File: src/rtl/serial_add_ctrl.sv
// rtl/serial_add_ctrl.sv - bit-serial adder/subtractor reusing one full-adder cell over WIDTH cycles
module serial_add_ctrl #(
    parameter int WIDTH = 8
) (
    input  logic             clk,
    input  logic             rst_n,
    input  logic             start,
    input  logic             sub,
    input  logic [WIDTH-1:0] a,
    input  logic [WIDTH-1:0] b,
    output logic             busy,
    output logic             done,
    output logic [WIDTH-1:0] sum,
    output logic             cout,
    output logic             ovf,
    output logic             zero
);

    localparam int CW = (WIDTH > 1) ? $clog2(WIDTH) : 1;

    typedef enum logic [1:0] {
        S_IDLE = 2'd0,
        S_RUN  = 2'd1,
        S_DONE = 2'd2
    } state_t;

    state_t           state_q, state_d;
    logic [WIDTH-1:0] sa_q, sa_d;
    logic [WIDTH-1:0] sb_q, sb_d;
    logic [WIDTH-1:0] sr_q, sr_d;
    logic [WIDTH-1:0] sum_q, sum_d;
    logic [CW-1:0]    cnt_q, cnt_d;
    logic             carry_q, carry_d;
    logic             cout_q, cout_d;
    logic             ovf_q, ovf_d;
    logic             zero_q, zero_d;

    logic             cell_s;
    logic             cell_co;
    logic [WIDTH-1:0] sr_next;
    logic             last_bit;

    // The single shared full-adder cell
    assign cell_s   = sa_q[0] ^ sb_q[0] ^ carry_q;
    assign cell_co  = (sa_q[0] & sb_q[0]) | (carry_q & (sa_q[0] ^ sb_q[0]));
    assign sr_next  = {cell_s, sr_q[WIDTH-1:1]};
    assign last_bit = (cnt_q == CW'(WIDTH - 1));

    always_comb begin
        state_d = state_q;
        sa_d    = sa_q;
        sb_d    = sb_q;
        sr_d    = sr_q;
        sum_d   = sum_q;
        cnt_d   = cnt_q;
        carry_d = carry_q;
        cout_d  = cout_q;
        ovf_d   = ovf_q;
        zero_d  = zero_q;
        case (state_q)
            S_IDLE, S_DONE: begin
                if (start) begin
                    // Subtraction is A + ~B + 1: invert B and seed the carry with 1
                    sa_d    = a;
                    sb_d    = sub ? ~b : b;
                    sr_d    = '0;
                    cnt_d   = '0;
                    carry_d = sub;
                    state_d = S_RUN;
                end else begin
                    state_d = S_IDLE;
                end
            end
            S_RUN: begin
                sr_d    = sr_next;
                sa_d    = sa_q >> 1;
                sb_d    = sb_q >> 1;
                carry_d = cell_co;
                cnt_d   = cnt_q + CW'(1);
                if (last_bit) begin
                    // carry_q is the carry into the MSB on this step
                    sum_d   = sr_next;
                    cout_d  = cell_co;
                    ovf_d   = carry_q ^ cell_co;
                    zero_d  = (sr_next == '0);
                    state_d = S_DONE;
                end
            end
            default: state_d = S_IDLE;
        endcase
    end

    always_ff @(posedge clk or negedge rst_n) begin
        if (!rst_n) begin
            state_q <= S_IDLE;
            sa_q    <= '0;
            sb_q    <= '0;
            sr_q    <= '0;
            sum_q   <= '0;
            cnt_q   <= '0;
            carry_q <= 1'b0;
            cout_q  <= 1'b0;
            ovf_q   <= 1'b0;
            zero_q  <= 1'b0;
        end else begin
            state_q <= state_d;
            sa_q    <= sa_d;
            sb_q    <= sb_d;
            sr_q    <= sr_d;
            sum_q   <= sum_d;
            cnt_q   <= cnt_d;
            carry_q <= carry_d;
            cout_q  <= cout_d;
            ovf_q   <= ovf_d;
            zero_q  <= zero_d;
        end
    end

    assign busy = (state_q == S_RUN);
    assign done = (state_q == S_DONE);
    assign sum  = sum_q;
    assign cout = cout_q;
    assign ovf  = ovf_q;
    assign zero = zero_q;

endmodule

File: config.mk
export PLATFORM = sky130hd
export DESIGN_NAME = serial_add_ctrl
export DESIGN_NICKNAME = d
export VERILOG_FILES = /design/src/rtl/serial_add_ctrl.sv
export SDC_FILE = /design/constraint.sdc
export NUM_CORES = 1
export LEC_CHECK = 0
export ABC_AREA = 1
export CORE_ASPECT_RATIO = 0.5
export CORE_MARGIN = 4
export CORE_UTILIZATION = 25
export DETAILED_ROUTE_END_ITERATION = 16
export GPL_ROUTABILITY_DRIVEN = 0
export PLACE_DENSITY = 0.49
export SLEW_MARGIN = 20
export SYNTH_ARGS = -nofsm -noshare
export SYNTH_HDL_FRONTEND = slang
export SYNTH_SLANG_ARGS = --single-unit
File: constraint.sdc
create_clock -name clk -period 1.52 [get_ports clk]
set_input_delay 0.228 -clock clk [delete_from_list [all_inputs] [get_ports clk]]
set_output_delay 0.228 -clock clk [all_outputs]
set_load 0.005 [all_outputs]
Word level (Yosys, flattened, before mapping):

Cells that the tools add are included.
W data, S select, Z words.

* eq/ne operators: 5
* add/subtract/negate cells: 1
* reduce and logical (&&, ||, !) cells: 6
* muxes and demuxes: 14
* bitwise gates (word level): 7

Operator list (count)
* $pmux W8 S2: 3
* $mux W8: 4
* $logic_not A8 Y1: 1
* $not A8 Y8: 1
* $pmux W3 S2: 1
* $pmux W2 S2: 1
* $reduce_and A2 Y1: 2
* $add A3 B1 Y3 const B: 1
* $eq A3 B3 Y1 const B: 1
* $mux W3: 1
* $xor A1 B1 Y1: 3
* $and A1 B1 Y1: 2
* $eq A2 B1 Y1 const B: 1
* $eq A2 B2 Y1 const B: 1
* $logic_not A2 Y1: 1
* $mux W1: 2
* $mux W2: 1
* $ne A2 B1 Y1 const B: 1
* $ne A2 B2 Y1 const B: 1
* $pmux W1 S2: 1
* $reduce_bool A2 Y1: 1
* $reduce_or A2 Y1: 1
* $or A1 B1 Y1: 1

* word-level logic and storage cells: 43
* output and inout port bits: 13
* register bits after elaboration: 41

Logic depth before layout (Yosys ltp):

* depth after elaboration: 4
* mapped depth: 7

Worst setup path after synthesis:

OpenSTA, ideal clock, no wires.

* path kind: reg2reg
* from: register sa_q[0]
* to: register zero_q (netlist: zero)
* arrival: 1.127 ns
* period minus slack after synthesis: 1.243 ns
* required time: 1.404 ns
* setup slack: 0.277 ns
* buffers on the path: 0
* setup time: 0.116 ns
* cell stages (with the launch flop): 7
* path through: dfrtp_1 > fa_1 > nor2_1 > nand2_1 > nor2_1 > nand2_1 > nand2_1

* longest elaborated chain between the ends: 3

Ends and longest elaborated chain
* from (decl): RTL line 28 `logic [WIDTH-1:0] sa_q, sa_d;`
* from (signal assigned): RTL line 96 `sa_q <= '0;`
* from (signal assigned): RTL line 107 `sa_q <= sa_d;`
* $xor A1 B1 Y1 (2 in series): RTL line 44 `assign cell_s = sa_q[0] ^ sb_q[0] ^ carry_q;`
* named net cell_s: RTL line 38 `logic cell_s;`
* $logic_not A8 Y1: RTL line 85 `zero_d = (sr_next == '0);`
* to (signal assigned): RTL line 115 `zero_q <= zero_d;`
* to (decl): RTL line 36 `logic zero_q, zero_d;`

The timed path passes the listed nets, and every way through them passes these cells.
A chain may end at the register's enable or synchronous reset.

Worst setup path in the final report:

* from: register state_q[0]
* to: output busy

* longest elaborated chain between the ends: 1

Ends and longest elaborated chain
* from (decl): RTL line 27 `state_t state_q, state_d;`
* from (signal assigned): RTL line 106 `state_q <= state_d;`
* $eq A2 B1 Y1: RTL line 119 `assign busy = (state_q == S_RUN);`
* to (decl): RTL line 11 `output logic busy,`

No other way between the ends.

==> impl_metrics.tcl <==
set metrics [dict create \
    power_uw 4810 \
    finalSetupViolCount 0 \
    synth_edf_count 0 \
    die-area_um2 8880 \
    grt-ovfl-total 0 \
    synth-seq-area-share_pct 54.4 \
    rsz0062_at_grt "no" \
    portBuffers 32 \
    htree_levels 2 \
    endpoint_kind "output port" \
    ant_nets 0 \
    clk_pin_slew_ps 60 \
    grt_max_degree 26 \
    grt_pass1_vias 1433 \
    worst_pin_slew_ps 399 \
    fin_setup_tns_ps 0 \
    ys_ff_latch 40 \
    multi_input_area_um2 696 \
    nNetsFinal 270 \
    cap_viol_max_count 0 \
    ys.flop_type "dfrtp_1" \
    cts_buffer_depth 2 \
    rows 21 \
    slew_headroom_pct 73.4 \
    area_growth_pct 33.2 \
    crit_arrival_ps 1150 \
    synthesis.nets 227 \
    cts_root_buffer "clkbuf_16" \
    fillers 698 \
    netlist_instances 204 \
    grt_use_total_pct 9.31 \
    layoutNonFillerInstCount 340 \
    critPathMaxFanout 3 \
    p_leak_uw 0.00117 \
    antenna_found_initial 0 \
    drt_iter0_drc 128 \
    cts_num_sinks 40 \
    dp.cells 329 \
    vias 1456 \
    ios 33 \
    syn_avg_cell_area_um2 9.02 \
    clk_latency_ps 270 \
    powerDensity_nw_per_um2 1960 \
    grt_pass1_wl_um 6490 \
    critPathKind "flip-flop to output port" \
    hp-class "input pin to asynchronous set/reset pin" \
    met2_usage_pct 16.0 \
    via_per_inst 4.28 \
    firstDrtPassIters 4 \
    startpoint_type "flip-flop" \
    finalInstanceArea_um2 2450 \
    use_met3_pct 2.85 \
    required_ps 1290 \
    start_util_pct 26.6 \
    drive_gt1_share_pct 14.9 \
    p_switching_uw 1690 \
    p_int_uw 3120 \
    async_flop_share_pct 100 \
    r2r_slack_ps 160 \
    syn_area_um2 1840 \
    rr_worst_depth 7 \
    yosysUniqueCellTypes 22 \
    yosysWarningCount 0 \
    dp_hpwl_um 2850 \
    regArea_um2 1000 \
    met1_usage_pct 11.6 \
    die_h_um 68.7 \
    busiest_layer "met2" \
    cts_tree "yes" \
    ir_drop_uv 664 \
    cts_made_buffers 5 \
    clkPwrFrac_pct 21.3 \
    clock_skew_ps 1.86 \
    share_comb_of_total_power_pct 41.4 \
    drt_wl_total_um 3810 \
    die_x_um 129 \
    placedInstanceArea_um2 2280 \
    maxSlewViolCount 0 \
    final_util_pct 35.5 \
    antenna_cells 0 \
    switching_share_pct 35.1 \
    clock.fmax_mhz 723 \
    wl_per_cell_um 11.2 \
    hold_viol 0 \
    period_minus_slack_ps 1380 \
    status "complete, no violations" \
    fin_crit_sh_pct 91.0 \
    core_um2 6910 \
    drc 0 \
    seqPwrFrac_pct 37.3 \
]
==> repair_timing <==
| action | in CTS | in global routing |
|---|---|---|
| setup endpoints to repair | 2 | 0 |
| hold buffers | 1 | 0 |
| resized for setup | 3 | 0 |
| hold endpoints to repair | 15 | 0 |
| setup buffers | 2 | 0 |
==> flip-flops by register name (all words and copies together), names as in the netlist <==
register,flops
carry_q,1
zero,1
sum,8
state_q,2
cnt_q,3
cout,1
sa_q,8
sb_q,8
sr_q,7
ovf,1
==> power by group through the flow <==
stage	Sequential [uW]	Clock (uW)	Combinational [uW]
floorplan	1790	0	1390
global placement	1810	0	1970
detailed placement	1830	0	2000
CTS	1800	1070	2050
global route	1860	1120	2270
finish	1790	1030	1990
==> cell families after synthesis <==
logic type | count (synthesis) | share of synthesized area, %
DFF | 40 | 54.4
and+or+nand+nor | 117 | 27.1
buffers and inverters | 23 | 7.82
adders and majority gates | 3 | 2.45
xor gates and xnor gates | 2 | 0.952
AOI/OAI and AO/OA | 19 | 7.27
==> Yosys cell counts, types with 3 or more instances <==
cell type   n  share of area (%)
nand2_1    70                 14
dfrtp_1    40                 54
nand3_1    24                6.5
nor2_1     17                3.5
inv_1      11                2.2
o21ai_2     8                3.8
o22ai_1     7                2.4
buf_6       3                1.8
nand2_4     3                1.8
==> cells in the final DEF, fill, tap and decap left out <==
master / count
xnor2_1: 2
nor2_1: 17
inv_1: 10
or2_2: 2
o22ai_1: 7
nand2_4: 3
nand2_2: 1
a21oi_1: 1
dlygate4sd3_1: 1
dfrtp_1: 40
nand2_1: 70
ha_1: 2
buf_4: 10
dlygate4sd2_1: 2
inv_4: 1
clkbuf_1: 2
clkbuf_8: 1
buf_12: 2
buf_2: 1
fa_1: 1
nand3_1: 24
o21ai_1: 1
o21ai_0: 2
clkbuf_16: 5
inv_2: 3
o21ai_2: 8
clkdlybuf4s50_1: 29
==> through the flow <==
step,hold WS (ps),worst slack (ps)
3_3_place_gp,170,184
3_5_place_dp,180,147
6_report,414,137
5_1_grt,456,57.7
2_1_floorplan,-67.6,277
4_1_cts,420,123
==> routing by layer <==
layer | vias to the layer above | routed length, um
met5 | - | 0
met4 | 0 | 27
met3 | 2 | 179
met2 | 25 | 1850
met1 | 694 | 1760
li1 | 735 | -
==> layout make-up <==
| cell class | instances | area share [%] |
|---|---|---|
| Timing Repair Buffer | 45 | 17.9 |
| Tap cell | 92 | 4.70 |
| Inverter | 14 | 2.25 |
| Sequential cell | 40 | 40.8 |
| Clock buffer | 8 | 5.97 |
| Multi-Input combinational cell | 141 | 28.4 |
==> worst max-delay path: stages, from the launching register on <==
cell and delay, ps:
dfrtp_1 370, buf_4 140, nand2_4 80, inv_4 40
dlygate4sd2_1 250
==> path summary, 6_finish.rpt <==
kind,from,end
worst min register to register,sum[7],sum[7]
worst max register to register,state_q[0],sb_q[7]
worst min-delay path,rst_n,sa_q[6]
worst max-delay path,state_q[0],busy
max in group asynchronous,rst_n,ovf
min in group clk,sum[7],sum[7]
Power figures use the tool's default switching activity.
